==> config.mk <==
export PLATFORM = sky130hd
export DESIGN_NAME = memory_arbiter
export DESIGN_NICKNAME = d
export VERILOG_FILES = /design/src/rtl/mem_arb_pkg.sv /design/src/rtl/arb_timeout_counter.sv /design/src/rtl/memory_arbiter.sv
export SDC_FILE = /design/constraint.sdc
export NUM_CORES = 1
export LEC_CHECK = 0
export CORE_UTILIZATION = 46
export CTS_CLUSTER_DIAMETER = 80
export DETAILED_ROUTE_END_ITERATION = 12
export PLACE_DENSITY = 0.81
export REMOVE_ABC_BUFFERS = 1
export SETUP_SLACK_MARGIN = 0.05
export SKIP_CTS_REPAIR_TIMING = 1
export SYNTH_ARGS = -nofsm -noshare
export SYNTH_HDL_FRONTEND = slang
export SYNTH_HIERARCHICAL = 1
export SYNTH_SLANG_ARGS = --single-unit
==> constraint.sdc <==
create_clock -name CLK -period 3.2 [get_ports CLK]
set_input_delay 0.64 -clock CLK [delete_from_list [all_inputs] [get_ports CLK]]
set_output_delay 0.64 -clock CLK [all_outputs]
set_load 0.1 [all_outputs]
==> src/rtl/mem_arb_pkg.sv <==
// Shared definitions for the instruction/data memory arbiter.
package mem_arb_pkg;

    typedef enum logic [1:0] {
        ST_IDLE    = 2'b00,
        ST_SERVE_I = 2'b01,
        ST_SERVE_D = 2'b10
    } arb_state_t;

    // Enable bit positions inside the D_READ / D_WRITE control fields
    localparam int unsigned READ_EN_BIT  = 3;
    localparam int unsigned WRITE_EN_BIT = 2;

    // Instruction fetches are issued to memory as a word load (enable + funct3 = 3'b010)
    localparam logic [3:0] IFETCH_READ = 4'b1010;

    // A data request is pending when either its read or its write enable is set
    function automatic logic data_pending(input logic [3:0] rd, input logic [2:0] wr);
        return rd[READ_EN_BIT] | wr[WRITE_EN_BIT];
    endfunction

endpackage

==> src/rtl/arb_timeout_counter.sv <==
// Counts busy cycles of the transaction in service; flags the last allowed cycle.
module arb_timeout_counter #(
    parameter int unsigned LIMIT = 256
) (
    input  logic CLK,
    input  logic RESET,
    input  logic i_clear,
    input  logic i_enable,
    output logic o_limit
);

    localparam int unsigned CW = (LIMIT > 1) ? $clog2(LIMIT) : 1;
    localparam logic [CW-1:0] LAST = CW'(LIMIT - 1);

    logic [CW-1:0] r_count;

    // Busy-cycle count, held at zero whenever no transaction is in service
    always_ff @(posedge CLK) begin
        if (RESET || i_clear) begin
            r_count <= '0;
        end else if (i_enable) begin
            r_count <= r_count + CW'(1);
        end
    end

    // High during the LIMIT-th busy cycle; the abort happens on the following edge
    assign o_limit = (r_count == LAST);

endmodule

==> src/rtl/memory_arbiter.sv <==
// Arbitrates a single memory port between instruction fetch and data access.
module memory_arbiter
    import mem_arb_pkg::*;
#(
    parameter logic        DATA_FIRST     = 1'b1,
    parameter int unsigned TIMEOUT_CYCLES = 256
) (
    input  logic        CLK,
    input  logic        RESET,
    input  logic        I_READ,
    input  logic [31:0] I_ADDR,
    output logic [31:0] I_READ_DATA,
    output logic        I_BUSYWAIT,
    input  logic [3:0]  D_READ,
    input  logic [2:0]  D_WRITE,
    input  logic [31:0] D_ADDR,
    input  logic [31:0] D_WRITE_DATA,
    output logic [31:0] D_READ_DATA,
    output logic        D_BUSYWAIT,
    output logic [3:0]  MEM_READ,
    output logic [2:0]  MEM_WRITE,
    output logic [31:0] MEM_ADDR,
    output logic [31:0] MEM_WRITE_DATA,
    input  logic [31:0] MEM_READ_DATA,
    input  logic        MEM_BUSYWAIT,
    output logic        GRANT_I,
    output logic        GRANT_D,
    output logic        ERROR
);

    arb_state_t  r_state;
    arb_state_t  w_next_state;
    logic        w_pick_d;

    logic [3:0]  r_req_read;
    logic [2:0]  r_req_write;
    logic [31:0] r_req_addr;
    logic [31:0] r_req_wdata;

    logic        r_last_valid;
    logic        r_last_d;
    logic        r_error;
    logic [31:0] r_i_rdata;
    logic [31:0] r_d_rdata;

    logic        w_pend_i;
    logic        w_pend_d;
    logic        w_serve_i;
    logic        w_serve_d;
    logic        w_serving;
    logic        w_busy_cycle;
    logic        w_limit;
    logic        w_timeout;
    logic        w_match_i;
    logic        w_match_d;
    logic        w_done_i;
    logic        w_done_d;
    logic        w_abort_i;
    logic        w_abort_d;

    assign w_pend_i     = I_READ;
    assign w_pend_d     = data_pending(D_READ, D_WRITE);
    assign w_serve_i    = (r_state == ST_SERVE_I);
    assign w_serve_d    = (r_state == ST_SERVE_D);
    assign w_serving    = w_serve_i | w_serve_d;
    assign w_busy_cycle = w_serving & MEM_BUSYWAIT;
    assign w_timeout    = w_busy_cycle & w_limit;

    arb_timeout_counter #(
        .LIMIT (TIMEOUT_CYCLES)
    ) u_timeout (
        .CLK      (CLK),
        .RESET    (RESET),
        .i_clear  (~w_serving),
        .i_enable (w_busy_cycle),
        .o_limit  (w_limit)
    );

    // A requester only receives the result if its live request still matches the latched one
    assign w_match_i = (I_ADDR == r_req_addr);
    assign w_match_d = (D_READ == r_req_read) && (D_WRITE == r_req_write) &&
                       (D_ADDR == r_req_addr) && (D_WRITE_DATA == r_req_wdata);

    assign w_done_i  = w_serve_i & ~MEM_BUSYWAIT & w_pend_i & w_match_i;
    assign w_done_d  = w_serve_d & ~MEM_BUSYWAIT & w_pend_d & w_match_d;
    assign w_abort_i = w_serve_i & w_timeout;
    assign w_abort_d = w_serve_d & w_timeout;

    assign I_BUSYWAIT  = w_pend_i & ~(w_done_i | w_abort_i);
    assign D_BUSYWAIT  = w_pend_d & ~(w_done_d | w_abort_d);
    assign I_READ_DATA = w_done_i ? MEM_READ_DATA : (w_abort_i ? '0 : r_i_rdata);
    assign D_READ_DATA = w_done_d ? MEM_READ_DATA : (w_abort_d ? '0 : r_d_rdata);
    assign ERROR       = r_error;

    // FSM state register
    always_ff @(posedge CLK) begin
        if (RESET) begin
            r_state <= ST_IDLE;
        end else begin
            r_state <= w_next_state;
        end
    end

    // Next-state arbitration and memory-side outputs
    always_comb begin
        w_next_state   = r_state;
        w_pick_d       = 1'b0;
        GRANT_I        = 1'b0;
        GRANT_D        = 1'b0;
        MEM_READ       = '0;
        MEM_WRITE      = '0;
        MEM_ADDR       = '0;
        MEM_WRITE_DATA = '0;
        case (r_state)
            ST_IDLE: begin
                if (w_pend_i && w_pend_d) begin
                    w_pick_d = r_last_valid ? ~r_last_d : DATA_FIRST;
                end else begin
                    w_pick_d = w_pend_d;
                end
                if (w_pend_i || w_pend_d) begin
                    w_next_state = w_pick_d ? ST_SERVE_D : ST_SERVE_I;
                end
            end
            ST_SERVE_I, ST_SERVE_D: begin
                GRANT_I        = w_serve_i;
                GRANT_D        = w_serve_d;
                MEM_READ       = r_req_read;
                MEM_WRITE      = r_req_write;
                MEM_ADDR       = r_req_addr;
                MEM_WRITE_DATA = r_req_wdata;
                if (!MEM_BUSYWAIT || w_timeout) begin
                    w_next_state = ST_IDLE;
                end
            end
            default: begin
                w_next_state = ST_IDLE;
            end
        endcase
    end

    // Capture the granted request and remember which port won
    always_ff @(posedge CLK) begin
        if (RESET) begin
            r_req_read   <= '0;
            r_req_write  <= '0;
            r_req_addr   <= '0;
            r_req_wdata  <= '0;
            r_last_valid <= 1'b0;
            r_last_d     <= 1'b0;
        end else if (r_state == ST_IDLE && w_next_state != ST_IDLE) begin
            r_last_valid <= 1'b1;
            r_last_d     <= (w_next_state == ST_SERVE_D);
            if (w_next_state == ST_SERVE_D) begin
                r_req_read  <= D_READ;
                r_req_write <= D_WRITE;
                r_req_addr  <= D_ADDR;
                r_req_wdata <= D_WRITE_DATA;
            end else begin
                r_req_read  <= IFETCH_READ;
                r_req_write <= '0;
                r_req_addr  <= I_ADDR;
                r_req_wdata <= '0;
            end
        end
    end

    // Sticky timeout flag, cleared only by reset
    always_ff @(posedge CLK) begin
        if (RESET) begin
            r_error <= 1'b0;
        end else if (w_timeout) begin
            r_error <= 1'b1;
        end
    end

    // Hold the last result handed to each port; an abort hands out zero
    always_ff @(posedge CLK) begin
        if (RESET) begin
            r_i_rdata <= '0;
            r_d_rdata <= '0;
        end else begin
            if (w_done_i) begin
                r_i_rdata <= MEM_READ_DATA;
            end else if (w_abort_i) begin
                r_i_rdata <= '0;
            end
            if (w_done_d) begin
                r_d_rdata <= MEM_READ_DATA;
            end else if (w_abort_d) begin
                r_d_rdata <= '0;
            end
        end
    end

endmodule

==> impl_metrics.py, run 1 <==
metrics = {
    "synthesis": {
        "avgSynthCellArea_um2": 8.35,
        "synth_area_um2": 7970,
        "synth_largest_area_cell": "dfxtp_1",
        "synthDistinctLibCells": 44,
        "ys_seq_area_share_pct": 37.2,
        "synth_edf_count": 0,
        "post-synth-top-count-cell": "dfxtp_1",
        "synth.ff_latch_count": 148,
        "syn_inst": 954,
        "ys_warn_count": 6,
        "synthTopCellsByArea": "dfxtp_1 37%, xor2_1 7.3%, and2_1 5.6%",
        "synth_top_area_share_pct": 37.2,
        "synth_common_cells": "148 x dfxtp_1, 105 x nand2_1, 92 x nor2_1, 72 x a21oi_1, 71 x and2_1",
        "synthArstFlopShare_pct": 0,
        "dominantRegCellSynth": "dfxtp_1",
    },
    "timing": {
        "fmax_mhz": 264,
        "setup_viol": 66,
        "skew_ns": 0.0154,
        "worst_pin_slew_ns": 0.795,
        "slew_violations": 0,
        "hold_viol": 0,
        "fin_ws_ns": -0.591,
        "grt_setup_unrepaired": "true",
        "period_share_pct": 118,
        "finalCriticalPeriod_ns": 3.79,
        "slew-limit-headroom_pct": 46.9,
    },
    "floorplan": {
        "die_area_um2": 17800,
        "die_h_um": 134,
        "die_w_um": 134,
        "start_util_pct": 47.5,
        "io_pins": 279,
        "rows": 47,
        "core-area_um2": 16800,
    },
    "pwr": {
        "powerDensity_nw_per_um2": 434,
        "finalPower_mw": 6.55,
        "power_leakage_nw": 7.48,
        "peakVddDrop_mv": 0.419,
    },
    "cts": {
        "clk_path_buf_depth": 2,
        "clock-sinks": 148,
        "cts_buffers": 17,
        "h-tree-depth": 4,
        "cts_tree": "yes",
        "clk_pin_slew_ns": 0.06,
        "cts_root_buffer": "clkbuf_16",
        "clkLatencyLatePin_ns": 0.44,
    },
    "worst_setup_path": {
        "end_kind": "primary output",
        "critPathMaxFanout": 8,
        "max_stage_delay_ns": 0.67,
        "critPathKind": "flop to primary output",
        "critPathRequiredTime_ns": 2.56,
        "path_cells": "xor2_2 > nor4_2 > nand4_1 > or4_4 > clkbuf_16 > o211ai_4 > nand2_2 > buf_12",
        "start_kind": "flop",
        "worstPathArrival_ns": 3.15,
        "critPathSlowestCell": "or4_4",
    },
    "finish": {
        "layout-drive-gt1-share_pct": 36.2,
        "final_util_pct": 90.0,
        "areaGrowthSynthToFinish_pct": 89.4,
        "seqCellArea_um2": 2980,
        "final_nets": 1448,
        "layout.filler_cells": 636,
        "multi_input_area_um2": 5510,
    },
    "place": {
        "dp_hpwl_mm": 20.5,
        "portBuffers": 278,
        "place.gp.congestion": 0.869,
    },
    "routing": {
        "vias": 9710,
        "viasPerCell": 6.26,
        "routed_wl_mm": 40.8,
        "wl_per_cell_um": 26.3,
        "first_pass_iters": 7,
        "drc": 0,
        "drtIter0Drc": 934,
        "ant_nets": 0,
    },
    "status": {
        "outcome": "finished, violations left",
        "violations": "negative setup slack",
    },
    "global_route": {
        "grt_use_total_pct": 31.4,
        "grt-ovfl-total": 0,
        "grt_max_degree": 82,
        "grt_pass1_wl_mm": 44.0,
        "grt_antenna_before_repair": 14,
        "first_global_vias": 8341,
    },
    "job": {
        "maxCapViolCount": 0,
    },
    "hold_path": {
        "hold_path.class": "flop to flop",
    },
}
[worst max-delay path, delay by kind of cell, from the launching register on]
kind | cells | cell delay (ns)
and+or+nand+nor | 4 | 1.55
buffers and inverters | 2 | 0.46
xor gates and xnor gates | 1 | 0.15
AOI/OAI and AO/OA | 1 | 0.21
DFF | 1 | 0.34
[routing by layer]
layer	vias to the layer above	routed length (µm)	GRT usage [%]
li1	4049	-	-
met1	4615	13800	36.6
met2	782	19200	55.2
met4	2	3130	13.5
met3	262	4610	6.85
met5	-	12	0
[flip-flops by register name (all words and copies together) (netlist names)]
signal / count
r_req_write: 3
r_i_rdata: 32
r_last_valid: 1
r_req_wdata: 32
r_d_rdata: 32
r_state: 2
ERROR: 1
r_last_d: 1
r_req_addr: 32
r_req_read: 4
u_timeout/r_count: 8
[report_power, final]
group | leakage [nW] | internal (mW) | switching, mW | total [mW]
sequential | 1.21 | 1.99 | 0.166 | 2.15
combinational | 5.99 | 0.892 | 1.40 | 2.29
clock | 0.282 | 1.22 | 0.879 | 2.10
[path summary, 6_finish.rpt]
check | startpoint | to | slack (ns) | cells after the start
worst max-delay path | r_req_addr[6] | D_READ_DATA[30] | -0.59 | 8
worst min-delay path | r_last_valid | r_last_valid | 0.49 | 2
worst max register to register | u_timeout/r_count[0] | r_req_wdata[7] | 0.05 | 9
worst min register to register | r_last_valid | r_last_valid | 0.49 | 2
[cell families after synthesis]
| logic type | after synthesis | share of synthesized area [%] |
|---|---|---|
| xor+xnor | 96 | 10.6 |
| mux | 31 | 3.90 |
| buf+inv | 81 | 4.35 |
| compound gates | 189 | 17.5 |
| flops | 148 | 37.2 |
| fa+ha+maj | 5 | 0.785 |
| simple gates | 404 | 25.8 |
[per-stage QoR]
stage	std cells	instance area, µm²	worst slack, ns	setup TNS, ns	hold slack, ns
after floorplan	882	7650	-4.40	-438.00	0.442
after global placement	1468	12900	-0.833	-35.36	0.453
after detailed placement	1468	12900	-0.935	-39.94	0.470
after CTS	1499	13500	-0.944	-37.45	0.479
after global routing	1546	15100	-0.653	-30.83	0.517
final	1551	15100	-0.591	-29.00	0.492
[final cells by class]
cell class / count / area share, %
well taps: 220 / 1.82
diodes: 15 / 0.249
clock buffers: 18 / 2.84
multi-input cells: 726 / 36.5
inverters: 9 / 0.224
flip-flops and latches: 148 / 19.8
clock inverters: 13 / 1.05
repair buffers: 402 / 37.5
[cells in the final DEF, fill, tap and decap left out, types with 15 or more instances in the layout]
master	instances
buf_12	146
mux2i_1	31
xor2_1	59
clkbuf_16	29
diode_2	15
a211oi_1	35
nand2_1	38
nand3_2	19
nand3_1	15
xnor2_1	25
clkdlybuf4s50_1	55
nand2_2	59
a21oi_1	72
o211ai_4	21
dfxtp_1	136
buf_4	92
nor2_1	89
a22oi_1	37
dlymetal6s2s_1	78
and2_1	71
nand3b_1	33
No activity file was read; power rests on OpenSTA's default activity.
==> run 2, diff against run 1 <==
--- a/config.mk
+++ b/config.mk
@@ -5,6 +5,7 @@
 export SDC_FILE = /design/constraint.sdc
 export NUM_CORES = 1
 export LEC_CHECK = 0
+export CAP_MARGIN = 40
 export CORE_UTILIZATION = 46
 export CTS_CLUSTER_DIAMETER = 80
 export DETAILED_ROUTE_END_ITERATION = 12
==> run 2 against run 1 <==
Net effect: clock skew shrank 0.00067 ns; non-clock buffer count grew 6; sequential share of layout area is essentially flat; largest cell class unchanged; wire length grew 0.93%; die area is the same; first-iteration DRC count grew 13%; the run still ends with negative setup slack left.
==> impl_metrics.py, run 2 (synthesis gave the netlist of run 1 again) <==
metrics = {
    "cts": {
        "clk_pin_slew_ns": 0.06,
        "cts_tree": "yes",
        "clk_path_buf_depth": 2,
        "h-tree-depth": 4,
        "cts_buffers": 17,
        "cts_root_buffer": "clkbuf_16",
        "clkLatencyLatePin_ns": 0.44,
        "clock-sinks": 148,
    },
    "worst_setup_path": {
        "path_cells": "clkdlybuf4s50_1 > xor2_1 > nor4_2 > nand4_1 > buf_4 > buf_12 > o211ai_4 > nand2_2 > buf_12",
        "worstSetupStartpoint": "D_ADDR[19]",
        "worstPathArrival_ns": 3.14,
        "critPathRequiredTime_ns": 2.56,
        "cp_num_cells": 9,
        "endpoint": "D_READ_DATA[12]",
        "start_kind": "input port",
        "critPathSlowestCell": "clkdlybuf4s50_1",
        "crit_top_cell": "buf_12",
        "critPathKind": "input port to primary output",
        "crit_family": "buffers and inverters",
        "r2r-end": "r_req_addr[12]",
        "critPathMaxFanout": 17,
        "r2r_slack_ns": 0.35,
        "end_kind": "primary output",
        "r2r_start": "r_state[1]",
        "max_stage_delay_ns": 0.47,
        "path_buf_inv": 4,
        "reg2reg_depth": 10,
    },
    "place": {
        "dp_hpwl_mm": 20.6,
        "post-place-cells": 1469,
        "place.gp.congestion": 0.869,
        "portBuffers": 278,
    },
    "floorplan": {
        "start_util_pct": 47.5,
        "die_area_um2": 17800,
        "die_h_um": 134,
        "core-area_um2": 16800,
        "rows": 47,
        "die_w_um": 134,
        "io_pins": 279,
    },
    "timing": {
        "slew-limit-headroom_pct": 57.9,
        "period_share_pct": 118,
        "grt_setup_unrepaired": "true",
        "fmax_mhz": 264,
        "worst_pin_slew_ns": 0.632,
        "slew_violations": 0,
        "hold_viol": 0,
        "setup_viol": 65,
        "fin_ws_ns": -0.583,
        "finalCriticalPeriod_ns": 3.78,
        "skew_ns": 0.0147,
    },
    "pwr": {
        "combinationalPowerShare_pct": 35.4,
        "switching_share_pct": 37.5,
        "peakVddDrop_mv": 0.463,
        "finalPower_mw": 6.45,
        "internal-power_mw": 4.03,
        "power_leakage_nw": 7.63,
        "powerDensity_nw_per_um2": 427,
        "power_switching_mw": 2.42,
        "sequentialPowerShare_pct": 33.4,
        "p_clk_share_pct": 31.3,
    },
    "routing": {
        "drc": 0,
        "ant_nets": 0,
        "vias": 9762,
        "viasPerCell": 6.28,
        "drtIter0Drc": 1059,
        "routed_wl_mm": 41.2,
        "wl_per_cell_um": 26.5,
        "first_pass_iters": 7,
    },
    "hold_path": {
        "hold_path.class": "flop to flop",
        "hold_path_depth": 2,
    },
    "global_route": {
        "first_global_vias": 8384,
        "grt_pass1_wl_mm": 44.2,
        "grt_antenna_before_repair": 17,
        "grt_max_degree": 82,
        "grt_use_total_pct": 31.7,
        "grt-ovfl-total": 0,
    },
    "finish": {
        "areaGrowthSynthToFinish_pct": 89.3,
        "fin_cells": 1555,
        "layout-drive-gt1-share_pct": 35.4,
        "final_cell_mix": "149 x buf_12, 141 x dfxtp_1, 94 x buf_4",
        "mostFrequentLayoutCell": "buf_12",
        "final_nets": 1453,
    },
    "status": {
        "violations": "negative setup slack",
        "outcome": "finished, violations left",
    },
    "job": {
        "maxCapViolCount": 0,
    },
}
run 2: changes by cell type in the layout (fill, tap and decap cells not counted), moves of 4 or more:
cell             delta
clkdlybuf4s50_1     -4
dfxtp_1             +5
dfxtp_2             -5
dlymetal6s2s_1      +4
nand3_1            +13
nand3_2             -9
nand3_4             -4
nor4_1              -4
nor4_2              +6
run 2: area by class of cell:
| cell class | instances | area (µm²) |
|---|---|---|
| repair buffers | 408 | 5760 |
| multi-input cells | 725 | 5430 |
| flip-flops and latches | 148 | 2980 |
| fillers | 646 | 1680 |
| clock buffers | 18 | 429 |
| well taps | 220 | 275 |
| clock inverters | 13 | 134 |
| diodes | 14 | 35.0 |
| inverters | 9 | 33.8 |
run 2: routing by layer:
metal / GRT usage [%] / wire [µm] / vias up
met1: 36.8 / 14000 / 4673
met5: 0 / 40 / -
met2: 54.7 / 19400 / 767
li1: - / - / 4052
met3: 6.85 / 4720 / 264
met4: 16.2 / 3020 / 6
run 2: power groups by stage:
stage | combinational, mW | clock [mW] | sequential [mW]
after floorplan | 1.24 | 0 | 2.14
after detailed placement | 2.12 | 0 | 2.15
after global placement | 2.07 | 0 | 2.14
after global routing | 2.36 | 2.08 | 2.16
after CTS | 2.14 | 1.97 | 2.12
final | 2.28 | 2.01 | 2.15
run 2: tightest hold or removal path, cell delays in order (launching register included):
cell and delay (ns):
dfxtp_1 0.33, nor2_1 0.05, nor2_1 0.07
run 2: per-stage QoR:
| step | setup slack, ns | hold WS, ns | instance area (µm²) | TNS (ns) | util [%] |
|---|---|---|---|---|---|
| after floorplan | -4.40 | 0.442 | 7650 | -438.00 | - |
| final | -0.583 | 0.486 | 15100 | -21.43 | 90.0 |
| after global routing | -0.553 | 0.522 | 15100 | -26.12 | 89.9 |
| after detailed placement | -0.961 | 0.468 | 12900 | -41.32 | 77.0 |
| after global placement | -0.833 | 0.453 | 12900 | -35.36 | 76.8 |
| after CTS | -0.961 | 0.479 | 13500 | -38.00 | 80.3 |
run 2: how the worst min path moves through the flow:
stage,to,from
after floorplan,r_last_valid,r_last_valid
after global placement,ERROR,ERROR
after detailed placement,r_last_valid,r_last_valid
after CTS,r_d_rdata[24],r_d_rdata[24]
after global routing,r_req_wdata[27],D_WRITE_DATA[27]
final,r_last_valid,r_last_valid
==> run 3, diff against run 2 <==
--- a/config.mk
+++ b/config.mk
@@ -6,6 +6,7 @@
 export NUM_CORES = 1
 export LEC_CHECK = 0
 export CAP_MARGIN = 40
+export CORE_MARGIN = 1.5
 export CORE_UTILIZATION = 46
 export CTS_CLUSTER_DIAMETER = 80
 export DETAILED_ROUTE_END_ITERATION = 12
==> run 3 against run 2 <==
Net effect: the run still ends with negative setup slack left; combinational power barely moved; core utilization barely moved; power grew 1.0%; global-route usage shrank 0.64 points; die area up 1.5%; register-to-register slack better by 0.03 ns; sequential share of layout area hardly changed; fmax grew 1.4%; clock power up 3%; first-iteration DRC count is 19% lower; largest cell class unchanged; highest routed layer unchanged.
==> impl_metrics.py, run 3 (synthesis gave the netlist of run 1 again) <==
metrics = {
    "routing": {
        "routed_wl_mm": 39.9,
        "viasPerCell": 6.19,
        "wl_per_cell_um": 25.7,
        "vias": 9627,
        "ant_nets": 0,
        "drc": 0,
        "drtIter0Drc": 856,
        "first_pass_iters": 7,
    },
    "global_route": {
        "grt_pass1_wl_mm": 44.1,
        "grt_use_total_pct": 31.1,
        "grt-ovfl-total": 0,
        "grt_max_degree": 58,
        "grt_antenna_before_repair": 9,
        "first_global_vias": 8316,
    },
    "pwr": {
        "p_clk_share_pct": 32.0,
        "finalPower_mw": 6.51,
        "switching_share_pct": 36.4,
        "powerDensity_nw_per_um2": 432,
        "power_switching_mw": 2.37,
        "combinationalPowerShare_pct": 35.1,
        "peakVddDrop_mv": 0.426,
        "internal-power_mw": 4.14,
        "sequentialPowerShare_pct": 32.9,
        "power_leakage_nw": 7.47,
    },
    "floorplan": {
        "start_util_pct": 47.5,
        "io_pins": 279,
        "die_w_um": 135,
        "die_area_um2": 18100,
        "core-area_um2": 16800,
        "die_h_um": 135,
        "rows": 47,
    },
    "timing": {
        "finalCriticalPeriod_ns": 3.73,
        "grt_setup_unrepaired": "true",
        "hold_viol": 0,
        "worst_pin_slew_ns": 0.665,
        "slew_violations": 0,
        "skew_ns": 0.0120,
        "fin_worst_hold_slack_ns": 0.482,
        "fmax_mhz": 268,
        "fin_ws_ns": -0.531,
        "slew-limit-headroom_pct": 55.7,
        "setup_viol": 66,
        "period_share_pct": 117,
    },
    "place": {
        "portBuffers": 278,
        "dp_hpwl_mm": 20.6,
        "place.gp.congestion": 0.858,
        "dpl_cell_area_um2": 12900,
    },
    "cts": {
        "clk_pin_slew_ns": 0.06,
        "cts_tree": "yes",
        "h-tree-depth": 4,
        "cts_buffers": 17,
        "clock-sinks": 148,
        "cts_root_buffer": "clkbuf_16",
        "clkLatencyLatePin_ns": 0.43,
        "clk_path_buf_depth": 2,
    },
    "status": {
        "outcome": "finished, violations left",
        "violations": "negative setup slack",
    },
    "finish": {
        "final_nets": 1458,
        "fin_area_um2": 15100,
        "final_cell_mix": "147 x buf_12, 144 x dfxtp_1, 105 x buf_4",
        "areaGrowthSynthToFinish_pct": 89.2,
        "mostFrequentLayoutCell": "buf_12",
        "layout-drive-gt1-share_pct": 35.6,
        "layout.filler_cells": 640,
    },
    "worst_setup_path": {
        "end_kind": "primary output",
        "critPathRequiredTime_ns": 2.56,
        "reg2reg_depth": 10,
        "worstPathArrival_ns": 3.09,
        "start_kind": "input port",
        "critPathKind": "input port to primary output",
        "critPathMaxFanout": 16,
    },
    "hold_path": {
        "hold_path_depth": 2,
        "hold_path.class": "flop to flop",
    },
    "job": {
        "maxCapViolCount": 0,
    },
}
## run 3: cell type report
class / instances / area, µm² / area share, %
inverters: 9 / 33.8 / 0.224
well taps: 220 / 275 / 1.83
multi-input cells: 725 / 5410 / 35.9
clock inverters: 10 / 131 / 0.872
repair buffers: 413 / 5770 / 38.3
diodes: 10 / 25.0 / 0.166
flip-flops and latches: 148 / 2970 / 19.7
clock buffers: 20 / 457 / 3.03
## run 3: final timing paths
check	from	end	slack [ns]
worst max-delay path	D_WRITE[0]	D_READ_DATA[12]	-0.53
worst min-delay path	r_last_valid	r_last_valid	0.48
worst max register to register	u_timeout/r_count[0]	r_req_read[2]	0.38
worst min register to register	r_last_valid	r_last_valid	0.48
## run 3: power groups by stage
| stage | combinational, mW | clock, mW | sequential, mW |
|---|---|---|---|
| floorplan | 1.24 | 0 | 2.14 |
| global placement | 2.07 | 0 | 2.14 |
| detailed placement | 2.13 | 0 | 2.15 |
| CTS | 2.15 | 2.05 | 2.11 |
| global route | 2.38 | 2.16 | 2.16 |
| finish | 2.29 | 2.08 | 2.14 |
## run 3: layer usage
layer  GRT usage (%)  vias to the layer above  part of all wire, %
li1                -                     4054                    -
met1            36.9                     4628                   35
met2            53.3                      712                   48
met3            8.26                      229                   10
met4            12.4                        4                  6.6
met5               0                        -                0.053
## run 3: worst max-delay path, cell delays in order
cell	delay (ns)
clkdlybuf4s50_1	0.48
xor2_1	0.20
nor4_2	0.36
nand4_1	0.33
buf_4	0.27
clkbuf_16	0.21
o211ai_2	0.28
nand2_2	0.12
buf_12	0.18
## run 3: stage by stage
stage,utilization [%],TNS [ns],std cells,worst slack (ns)
after detailed placement,77.2,-41.50,1472,-0.871
final,89.9,-22.69,1555,-0.531
after global routing,89.9,-28.66,1550,-0.610
after CTS,80.7,-39.24,1502,-0.880
after global placement,77.1,-38.62,1471,-0.859
after floorplan,-,-438.00,882,-4.40
==> RTL edit 1, RTL diff (settings of run 2) <==
Change the parameter `DATA_FIRST` from 1'b1 to 1'b0.
--- a/src/rtl/memory_arbiter.sv
+++ b/src/rtl/memory_arbiter.sv
@@ -4,3 +4,3 @@
 #(
-    parameter logic        DATA_FIRST     = 1'b1,
+    parameter logic        DATA_FIRST     = 1'b0,
     parameter int unsigned TIMEOUT_CYCLES = 256
Formal check against the unedited RTL: not equivalent (a bounded check fails within 4 cycles, from zero or initial values and one cycle with RESET high).
==> RTL edit 1 against run 2 <==
- the flow still finishes with violations (setup timing)
- final area is essentially flat
- core utilization down 2.5 points
- combinational power increased by 18%
- total power is 8.3% higher
- clock power up 2%
- area after synthesis increased by 1.8%
- die area increased by 1.8%
- sequential cell count unchanged
- worst setup slack improved by 0.053 ns
- wire length shrank 4.7%
- sequential share of layout area down 0.056 points
- critical path depth shrank 1
- first-iteration DRC count increased by 4.8%
==> RTL edit 1: results (changes against run 2) <==
* Run status: finished, violations left
* Failing checks: setup timing
* Antenna violations before repair at 3 (-14)
* Worst setup path endpoint: D_READ_DATA[3]
* TritonRoute pass-1 iters at 6 (-1)
* Largest net degree at the start of global routing at 70 (-15%)
* Top post-synthesis cells by area: dfxtp_1 (37%), a21oi_1 (8.6%), nand2_1 (8.1%)
* Rows at 48 (+2.1%)
* Vias in the first global route at 8,676 (+3.5%)
* Most frequent cells after synthesis: nand2_1 (174), dfxtp_1 (148), a21oi_1 (139)
* Nets at 1,511 (+4.0%)
* Setup ws final at -0.530 ns (+0.0527 ns)
* Distinct cell type count after synthesis at 47 (+6.8%)
* P_int at 4.25 mW (+5.5%)
* Gr usage total at 32.7% (+1.0 points)
* Dpl cell area at 13,100 um2 (+1.7%)
* Max-Slew Margin vs Limit at 58.0% (+0.071 points)
* Fraction of layout cells with a size suffix above 1 at 33.3% (-2.1 points)
* RR Endpoint: r_req_wdata[4]$_SDFFE_PP0P_
* Drt via density at 6.23 (-0.80%)
* Final setup fails at 66 (+1.5%)
* Placer Congestion at 0.852 (-2.0%)
* DP HPWL at 21.6 mm (+4.7%)
* Worst path slowest cell: or4_4
* Crit path DAT at 3.09 ns (-0.05 ns)
* R2R Setup Slk at 0.41 ns (+0.06 ns)
* Post-Route WL at 39.3 mm (-4.7%)
* Hold path startpoint: r_last_d$_SDFFE_PP0P_
* Post-synthesis sequential area ratio at 36.5% (-0.67 points)
* DP Worst Slack at -1.08 ns (-0.118 ns)
* Peak VDD IR at 0.448 mV (-3.2%)
* Leakage at 7.58 nW (-0.67%)
* Worst setup path start: r_req_wdata[3]$_SDFFE_PP0P_
* Largest stage delay on the critical path at 0.63 ns (+0.16 ns)
* 1st-iter DRT viols at 1,110 (+4.8%)
* Critical path fanouts, max at 6 (-11)
## RTL edit 1: changes by cell type after synthesis, moves of 7 or more
| cell | delta |
|---|---|
| nor2b_1 | -7 |
| a211oi_1 | -34 |
| nor2_1 | -78 |
| a22oi_1 | -37 |
| o21ai_0 | +69 |
| a311oi_1 | +32 |
| nand2_1 | +69 |
| a21oi_1 | +67 |
| mux2i_1 | -30 |
| clkbuf_1 | +17 |
## RTL edit 1: cell families after synthesis
logic type	after synthesis	share of synthesized area, %
AOI/OAI and AO/OA	293	23.2
muxes	1	0.123
xor gates and xnor gates	100	10.8
buffers and inverters	92	4.69
and+or+nand+nor	383	23.9
DFF	148	36.5
adders and majority gates	5	0.771
## RTL edit 1: how the worst min path moves through the flow
stage,end
floorplan,r_last_valid$_SDFFE_PP0P_
global placement,r_last_valid$_SDFFE_PP0P_
detailed placement,r_last_d$_SDFFE_PP0P_
CTS,r_last_d$_SDFFE_PP0P_
global route,r_req_read[0]$_SDFFE_PP0P_
finish,r_last_d$_SDFFE_PP0P_
## RTL edit 1: final cells by class
class	instances	area, um2
timing repair buffer	408	5700
multi-input combinational	782	5500
antenna	3	7.51
tap	225	282
inverter	10	37.5
clock inverter	12	133
fill	762	2150
clock buffer	19	453
sequential	148	2970
## RTL edit 1: power groups by stage
stage / clock (mW) / combinational [mW] / sequential (mW)
floorplan: 0 / 1.40 / 2.21
global placement: 0 / 2.52 / 2.23
detailed placement: 0 / 2.55 / 2.24
CTS: 2.01 / 2.57 / 2.20
global route: 2.12 / 2.80 / 2.25
finish: 2.06 / 2.69 / 2.23
## RTL edit 1: stage by stage
step | total power, mW | utilization, % | TNS, ns | hold slack, ns | instances
after detailed placement | 4.79 | 76.1 | -56.27 | 0.469 | 1540
after global routing | 7.18 | 87.5 | -21.43 | 0.490 | 1606
after global placement | 4.75 | 76.1 | -45.56 | 0.450 | 1540
after floorplan | 3.61 | - | -336.24 | 0.442 | 940
final | 6.98 | 87.5 | -19.44 | 0.474 | 1607
after CTS | 6.78 | 79.5 | -47.30 | 0.477 | 1571
## RTL edit 1: per-layer routing
metal	global-route usage (%)	wire [um]	vias to the layer above
met5	0	13	-
met4	14.7	2380	2
met3	8.86	4100	193
met2	55.5	19300	771
met1	38.4	13500	4774
li1	-	-	4268
## RTL edit 1: critical path: cells and delay by family (launching register included)
family                    cells  cell delay [ns]
AOI/OAI and AO/OA             1             0.21
DFF                           1             0.33
and+or+nand+nor               4             1.50
buffers and inverters         2             0.44
xor gates and xnor gates      1             0.16
==> RTL edit 2, RTL diff (config.mk and constraints of run 2) <==
Made on the original files. Encoding of `arb_state_t`: now one-hot (3 bits for 3 states).
--- a/src/rtl/mem_arb_pkg.sv
+++ b/src/rtl/mem_arb_pkg.sv
@@ -3,6 +3,6 @@
 
-    typedef enum logic [1:0] {
-        ST_IDLE    = 2'b00,
-        ST_SERVE_I = 2'b01,
-        ST_SERVE_D = 2'b10
+    typedef enum logic [2:0] {
+        ST_IDLE    = 3'b001,
+        ST_SERVE_I = 3'b010,
+        ST_SERVE_D = 3'b100
     } arb_state_t;
Formal check against the unedited RTL: no difference found for any inputs over 4 cycles, from zero or initial values and one cycle with RESET high; so few cycles prove little.
==> RTL edit 2 against run 2 <==
- the flow still finishes with violations (setup timing)
- total power shrank 7.1%
- sequential cell count grew 1
- wire length shrank 12%
- area after synthesis grew 8.9%
- final area shrank 0.34%
- synthesized cell count grew 8.4%
- die area grew 8.8%
- worst setup slack lost 0.20 ns
- largest power group is now sequential cells
==> RTL edit 2: results (changes against run 2) <==
* Peak VDD IR at 0.428 mV (-7.4%)
* P_clk at 2.10 mW (+4%)
* Antenna violations before repair at 9 (-8)
* RR Endpoint: r_d_rdata[26]$_SDFF_PP0_
* Final setup fails at 66 (+1.5%)
* Post-synthesis compound-gate area fraction at 9.23% (-8.2 points)
* Port bufs at 278 (unchanged)
* Failing checks: setup timing
* Run status: finished, violations left
* Synth Area in XOR/XNOR at 8.18% (-2.4 points)
* Drt via density at 5.87 (-6.6%)
* Worst slew pin tran at 0.660 ns (+0.0283 ns)
* HP Class: reg2reg
* Net Sw Frac at 32.9% (-4.7 points)
* Top post-synthesis cells by area: dfxtp_1 (34%), nor2b_1 (9.2%), mux2i_1 (7.5%)
* Kind of cell adding the most delay to the critical path: buffers and inverters
* Worst setup path start: D_WRITE_DATA[13]
* Largest net degree at the start of global routing at 98 (+20%)
* DRT met1 WL at 14.1 mm (+0.49%)
* Hold_ws at 0.467 ns (-0.0185 ns)
* Global-route wire length before repair at 46.5 mm (+5.4%)
* DP HPWL at 21.8 mm (+5.8%)
* Worst r2r path cells at 10 (unchanged)
* Distinct cell type count after synthesis at 46 (+4.5%)
* Post-Syn Instances at 1,034 (+8.4%)
* Nets at 1,502 (+3.4%)
* GRT met1 Usage at 36.5% (-0.36 points)
* Post-synthesis sequential area ratio at 34.4% (-2.8 points)
* M2 GR Usage at 51.7% (-3.1 points)
* Power share of the combinational group at 28.3% (-7.1 points)
* DP Worst Slack at -0.881 ns (+0.0796 ns)
* Crit path DAT at 3.35 ns (+0.21 ns)
* Clock skew at 0.00914 ns (-0.00559 ns)
* Worst setup path endpoint: D_READ_DATA[10]
* R2R Setup Slk at 0.29 ns (-0.06 ns)
* WL met3 at 2.95 mm (-37%)
* Max layer used: met4
* Leakage at 6.53 nW (-14%)
* Largest stage delay on the critical path at 0.51 ns (+0.04 ns)
* Pwr top: sequential cells
* RR Startpoint: r_req_wdata[7]$_SDFFE_PP0P_
* Met3 GRT Util at 6.85% (about the same)
* Post-synthesis mux area share at 12.5% (+8.6 points)
* Power Density at 398 nW/um2 (-6.8%)
* Vias in the first global route at 8,676 (+3.5%)
* Critical path fanouts, max at 5 (-12)
* Most frequent cells after synthesis: dfxtp_1 (149), nor2b_1 (128), nand2_1 (111)
* 1st-iter DRT viols at 930 (-12%)
* Setup tns final at -33.44 ns (-12.01 ns)
* Post-Route WL at 36.4 mm (-12%)
* Clock Latency Late Sink at 0.44 ns (about the same)
* Synth Area in Adders at 0.144% (-0.64 points)
* Non-Filler Instances at 1,615 (+3.9%)
* Setup ws final at -0.786 ns (-0.203 ns)
* Dpl cell area at 13,500 um2 (+4.7%)
* TritonRoute pass-1 iters at 6 (-1)
* Fraction of layout cells with a size suffix above 1 at 31.6% (-3.9 points)
* WL met2 at 17.4 mm (-10%)
* Gr usage total at 30.6% (-1.1 points)
RTL edit 2: worst min-delay path by stage:
stage / from / end / cells after the start
finish: r_req_wdata[5]$_SDFFE_PP0P_ / r_req_wdata[5]$_SDFFE_PP0P_ / 2
global route: r_req_wdata[5]$_SDFFE_PP0P_ / r_req_wdata[5]$_SDFFE_PP0P_ / 2
CTS: r_req_wdata[5]$_SDFFE_PP0P_ / r_req_wdata[5]$_SDFFE_PP0P_ / 2
detailed placement: r_last_valid$_SDFFE_PP0P_ / r_last_valid$_SDFFE_PP0P_ / 2
global placement: r_req_wdata[5]$_SDFFE_PP0P_ / r_req_wdata[5]$_SDFFE_PP0P_ / 2
floorplan: r_req_wdata[5]$_SDFFE_PP0P_ / r_req_wdata[5]$_SDFFE_PP0P_ / 2
RTL edit 2: cell type report:
type	count	area, um2
timing repair buffer	385	5330
sequential	149	2990
multi-input combinational	795	5730
clock inverter	13	154
clock buffer	19	453
antenna	11	27.5
inverter	14	52.6
fill	944	3180
tap	229	287
